<file path="src/rtl/ntsc_sync_gen.sv">
// ntsc_sync_gen: interlaced 525-line NTSC sync/blank/burst/active strobe generator
// with pixel/line counters, registered one pixel tick after decode.
module ntsc_sync_gen #(
    parameter int C_H_TOTAL  = 780,
    parameter int C_HSYNC_W  = 58,
    parameter int C_EQ_W     = 28,
    parameter int C_BROAD_W  = 333,
    parameter int C_BURST_ST = 65,
    parameter int C_BURST_W  = 31,
    parameter int C_ACT_ST   = 122,
    parameter int C_ACT_W    = 640,
    parameter int C_V_ACT    = 21,
    parameter int C_V_LINES  = 240,
    parameter int C_PROG     = 0
) (
    input  logic       CK_i,
    input  logic       XARST_i,
    input  logic       CK_EE_i,
    output logic       SYNC_o,
    output logic       BLANK_o,
    output logic       BURST_o,
    output logic       ACT_o,
    output logic       FIELD_o,
    output logic       HVcy_o,
    output logic [9:0] HCTRs_o,
    output logic [9:0] VCTRs_o
);
    localparam logic        PROG      = (C_PROG != 0);
    localparam logic [9:0]  H_LAST    = 10'(C_H_TOTAL - 1);
    localparam logic [9:0]  H_HALF    = 10'(C_H_TOTAL / 2);
    localparam logic [9:0]  L_LAST    = PROG ? 10'd261 : 10'd524;
    localparam logic [9:0]  HSYNC_W   = 10'(C_HSYNC_W);
    localparam logic [9:0]  EQ_W      = 10'(C_EQ_W);
    localparam logic [9:0]  BROAD_W   = 10'(C_BROAD_W);
    localparam logic [9:0]  BURST_ST  = 10'(C_BURST_ST);
    localparam logic [9:0]  BURST_END = 10'(C_BURST_ST + C_BURST_W);
    localparam logic [9:0]  ACT_ST    = 10'(C_ACT_ST);
    localparam logic [9:0]  ACT_END   = 10'(C_ACT_ST + C_ACT_W);
    localparam logic [9:0]  V1_ST     = 10'(C_V_ACT);
    localparam logic [9:0]  V1_END    = 10'(C_V_ACT + C_V_LINES);
    localparam logic [9:0]  V2_ST     = 10'(C_V_ACT + 263);
    localparam logic [9:0]  V2_END    = 10'(C_V_ACT + 263 + C_V_LINES);
    localparam logic [10:0] HL_F2     = 11'd525;

    logic [9:0]  h_q, h_d, l_q, l_d, hh;
    logic [10:0] hl, rel;
    logic        upper, f2, vint, broad, sync, burst, act, h_wrap;
    logic        sync_q, burst_q, act_q, field_q, hvcy_q;
    logic [9:0]  hctr_q, vctr_q;

    always_comb begin
        upper  = h_q >= H_HALF;
        hh     = upper ? h_q - H_HALF : h_q;
        hl     = {l_q, upper};
        f2     = !PROG && hl >= HL_F2;
        // Field 2 reuses the field-1 vertical pattern offset by 525 half-lines
        rel    = f2 ? hl - HL_F2 : hl;
        vint   = rel < 11'd18;
        broad  = rel >= 11'd6 && rel < 11'd12;
        sync   = vint ? hh < (broad ? BROAD_W : EQ_W) : (!hl[0] && hh < HSYNC_W);
        burst  = !vint && !hl[0] && h_q >= BURST_ST && h_q < BURST_END;
        act    = h_q >= ACT_ST && h_q < ACT_END &&
                 ((l_q >= V1_ST && l_q < V1_END) || (!PROG && l_q >= V2_ST && l_q < V2_END));
        h_wrap = h_q >= H_LAST;
        h_d    = h_wrap ? 10'd0 : h_q + 10'd1;
        l_d    = h_wrap ? (l_q >= L_LAST ? 10'd0 : l_q + 10'd1) : (l_q > L_LAST ? 10'd0 : l_q);
    end

    always_ff @(posedge CK_i or negedge XARST_i) begin
        if (!XARST_i) begin
            h_q     <= '0;
            l_q     <= '0;
            sync_q  <= 1'b0;
            burst_q <= 1'b0;
            act_q   <= 1'b0;
            field_q <= 1'b0;
            hvcy_q  <= 1'b0;
            hctr_q  <= '0;
            vctr_q  <= '0;
        end else begin
            hvcy_q <= CK_EE_i && h_q == 10'd0 && l_q == 10'd0;
            if (CK_EE_i) begin
                h_q     <= h_d;
                l_q     <= l_d;
                sync_q  <= sync;
                burst_q <= burst;
                act_q   <= act;
                field_q <= f2;
                hctr_q  <= h_q;
                vctr_q  <= l_q;
            end
        end
    end

    assign SYNC_o  = sync_q;
    assign BLANK_o = ~act_q;
    assign BURST_o = burst_q;
    assign ACT_o   = act_q;
    assign FIELD_o = field_q;
    assign HVcy_o  = hvcy_q;
    assign HCTRs_o = hctr_q;
    assign VCTRs_o = vctr_q;
endmodule
</file>
<file path="config.mk">
export PLATFORM = sky130hd
export DESIGN_NAME = ntsc_sync_gen
export DESIGN_NICKNAME = d
export VERILOG_FILES = /design/src/rtl/ntsc_sync_gen.sv
export SDC_FILE = /design/constraint.sdc
export NUM_CORES = 1
export LEC_CHECK = 0
export CAP_MARGIN = 20
export CORE_ASPECT_RATIO = 0.8
export CORE_MARGIN = 1
export CORE_UTILIZATION = 29
export DETAILED_ROUTE_END_ITERATION = 16
export GPL_TIMING_DRIVEN = 1
export SYNTH_ARGS = -nofsm -noshare
export SYNTH_HDL_FRONTEND = slang
export SYNTH_SLANG_ARGS = --single-unit
</file>
<file path="constraint.sdc">
create_clock -name CK_i -period 7.23 [get_ports CK_i]
set_clock_uncertainty 0.05 [all_clocks]
set_input_delay 1.446 -clock CK_i [delete_from_list [all_inputs] [get_ports CK_i]]
set_output_delay 1.446 -clock CK_i [all_outputs]
set_load 0.1 [all_outputs]
</file>
==> results_dict.tcl <==
set metrics [dict create \
    routabilityCongestion 0.862 \
    synth_top_family_by_area "compound AO/OA/AOI/OAI gates" \
    holdPathStages 1 \
    finalWorstSetupSlack_ps 2280 \
    grt_setup_unrepaired "false" \
    h-tree-depth 2 \
    cp_top_family "simple AND/OR/NAND/NOR gates" \
    arrival_ps 5120 \
    ys_ff_latch 45 \
    first_iter_violations 199 \
    hpwl_um 5780 \
    fmax_ghz 0.202 \
    synth_ff_type "dfrtp_1" \
    dieArea_mm2 0.0111 \
    crit_path_max_incr_delay_ps 740 \
    cp.buffers_inverters 1 \
    start_util 0.301 \
    path_depth 17 \
    grt_pass1_wl_um 13300 \
    seq_area_frac_synth 0.362 \
    postCtsSetupRepairBufs 0 \
    drt-wirelength-per-cell_um 16.0 \
    synth.most_common_cell "dfrtp_1" \
    finalCritPeriodShare 0.684 \
    path_cells "nor4_1 -> a31oi_1 -> or2_2 -> ha_1 -> nand3_1 -> a31oi_1 -> o221ai_1 -> a21boi_0 -> a21boi_1 -> o211ai_1 -> nor2_1 -> inv_1 -> ha_1 -> or3b_2 -> or4_1 -> and3_1 -> o21ai_2" \
    async_flop_share 1.00 \
    antenna_found_initial 0 \
    relSlewSlack 0.348 \
    cp-end-kind "flop" \
    synthSimpleGateAreaFrac 0.208 \
    layout.nets 388 \
    synth_area_mm2 0.00311 \
    n_antenna_cell 0 \
    p_per_area_mw_per_mm2 239 \
    syn_inst 356 \
    vias 2769 \
    nFillCells 1080 \
    die_w_um 118 \
    min_path_type "flop to flop" \
    fp.dieH_um 94.6 \
    antenna_left 0 \
    ys_types 63 \
    startpoint_type "flop" \
    vias_per_cell 5.44 \
    drive_gt1_frac 0.114 \
    overflow 0 \
    ir_drop_mv 0.230 \
    place_ws_ps 2370 \
    grt_usage 0.149 \
    clk_path_buf_depth 2 \
    drc 0 \
    finalCriticalPeriod_ps 4950 \
    synth_edf_count 0 \
    setup-violations-final 0 \
    syn-num-nets 374 \
    path_clk_slew_ps 60 \
    io_buffers 28 \
    synth_largest_area_cell "dfrtp_1" \
    wl_um 8170 \
    hold_buffers 0 \
    insertion_delay_ps 290 \
    cts_resized 0 \
    synth_top_area_share 0.362 \
    crit_type "flop to flop" \
    cts_buffers 5 \
    status "finished, final reports clean" \
    crit_fanout 17 \
    core_region_area_mm2 0.0103 \
    tritoncts "yes" \
    grt_max_degree 46 \
    hold_viol_final 0 \
    cts.sinks 45 \
    yosysWarnings 0 \
    tightest_slew_ps 975 \
    drv_cap 0 \
    muxShareOfSynthArea 0.0821 \
    power_leakage_nw 1.51 \
    synth_compound_area_frac 0.211 \
    crit_required_ps 7400 \
    clock_tree.root_cell "clkbuf_16" \
    synth.avg_cell_area_um2 8.74 \
    final_max_slew_viol_count 0 \
    fp-row-count 33 \
    synth_area_leaders "dfrtp_1 36%, mux2_2 7.2%, o21ai_0 6.3%, ha_1 6.0%, nand2_1 3.6%" \
    slowest_stage "nor4_1" \
    fin_tns_setup_ps 0 \
    worstRegToRegCells 17 \
    area.growth.synth_to_final_pct 16.5 \
    ios 29 \
    first_global_vias 2529 \
    synth_adder_area_share 0.0603 \
    firstDrtPassIters 5 \
    synth_common_cells "45 x dfrtp_1, 39 x o21ai_0, 30 x nand2_1" \
    synth_xor_area_frac 0.0282 \
]
-- cell type report --
class | count | area [µm²] | area share
multi-input combinational | 273 | 1830 | 0.506
sequential | 45 | 1130 | 0.311
timing repair buffer | 30 | 303 | 0.0836
tap | 140 | 175 | 0.0483
clock buffer | 5 | 125 | 0.0345
inverter | 15 | 56.3 | 0.0155
clock inverter | 1 | 5.00 | 0.00138
-- power breakdown --
part           switching [mW]  total [mW]  leakage [nW]  internal [mW]
logic                   0.215       0.304         0.851         0.0889
clock network          0.0936       0.217        0.0655          0.124
registers              0.0614       0.344         0.588          0.282
-- stage by stage --
| stage | instances | power, mW | util | hold WS [ps] | cell area, µm² |
|---|---|---|---|---|---|
| 2_1_floorplan | 356 | 0.576 | - | 492 | 3110 |
| 3_3_place_gp | 502 | 0.651 | 0.336 | 441 | 3470 |
| 3_5_place_dp | 502 | 0.649 | 0.336 | 445 | 3470 |
| 4_1_cts | 508 | 0.868 | 0.349 | 460 | 3600 |
| 5_1_grt | 509 | 0.905 | 0.351 | 476 | 3620 |
| 6_report | 509 | 0.865 | 0.351 | 456 | 3620 |
-- routing by layer --
metal,vias to the layer above,global-route usage,routed length [µm]
li1,1332,-,-
met1,1336,0.233,4280
met2,93,0.210,3330
met3,8,0.0193,482
met4,0,0.0406,71
met5,-,0,0
-- kinds of logic (layout without fill, tap and decap cells) --
family,Yosys count,after routing
AO/OA/AOI/OAI,99,99
multiplexers,23,23
AND/OR/NAND/NOR,126,126
buffers and inverters,38,51
XOR/XNOR,10,10
flip-flops,45,45
adder cells (fa/ha/maj),15,15
-- path summary, 6_finish.rpt --
path / end / start / slack (ps)
hold reg to reg: VCTRs_o[3] / VCTRs_o[3] / 460
min in group asynchronous: VCTRs_o[4] / XARST_i / 970
max in group asynchronous: HCTRs_o[9] / XARST_i / 5690
hold / removal: VCTRs_o[3] / VCTRs_o[3] / 460
setup / recovery: SYNC_o / h_q[3] / 2280
setup reg to reg: SYNC_o / h_q[3] / 2280
-- layout by cell type (no fill, tap or decap), types with 3 or more instances in the layout --
cell / synthesis / layout
ha_1: 15 / 15
a31oi_1: 3 / 3
nand2_1: 30 / 30
nor2_1: 22 / 22
inv_1: 15 / 15
and2_1: 4 / 4
o21ai_0: 39 / 39
mux2i_1: 3 / 3
xnor2_1: 6 / 6
and3_1: 9 / 9
nand3_1: 20 / 20
nor2b_1: 6 / 6
or2_2: 3 / 3
clkbuf_16: 0 / 5
mux2_2: 20 / 20
nor3_1: 7 / 7
dfrtp_1: 45 / 45
xor2_1: 4 / 4
a21oi_1: 12 / 12
or4_1: 3 / 3
nor4_1: 6 / 6
nand2b_1: 4 / 4
o211ai_1: 4 / 4
a211oi_1: 4 / 4
clkdlybuf4s50_1: 0 / 27
-- flip-flops by register name, indices dropped and copies added, names as in the netlist --
register,cells
FIELD_o,1
l_q,10
VCTRs_o,10
h_q,10
BURST_o,1
SYNC_o,1
ACT_o,1
HVcy_o,1
HCTRs_o,10
Note: power is estimated with default switching activity, not from simulation.
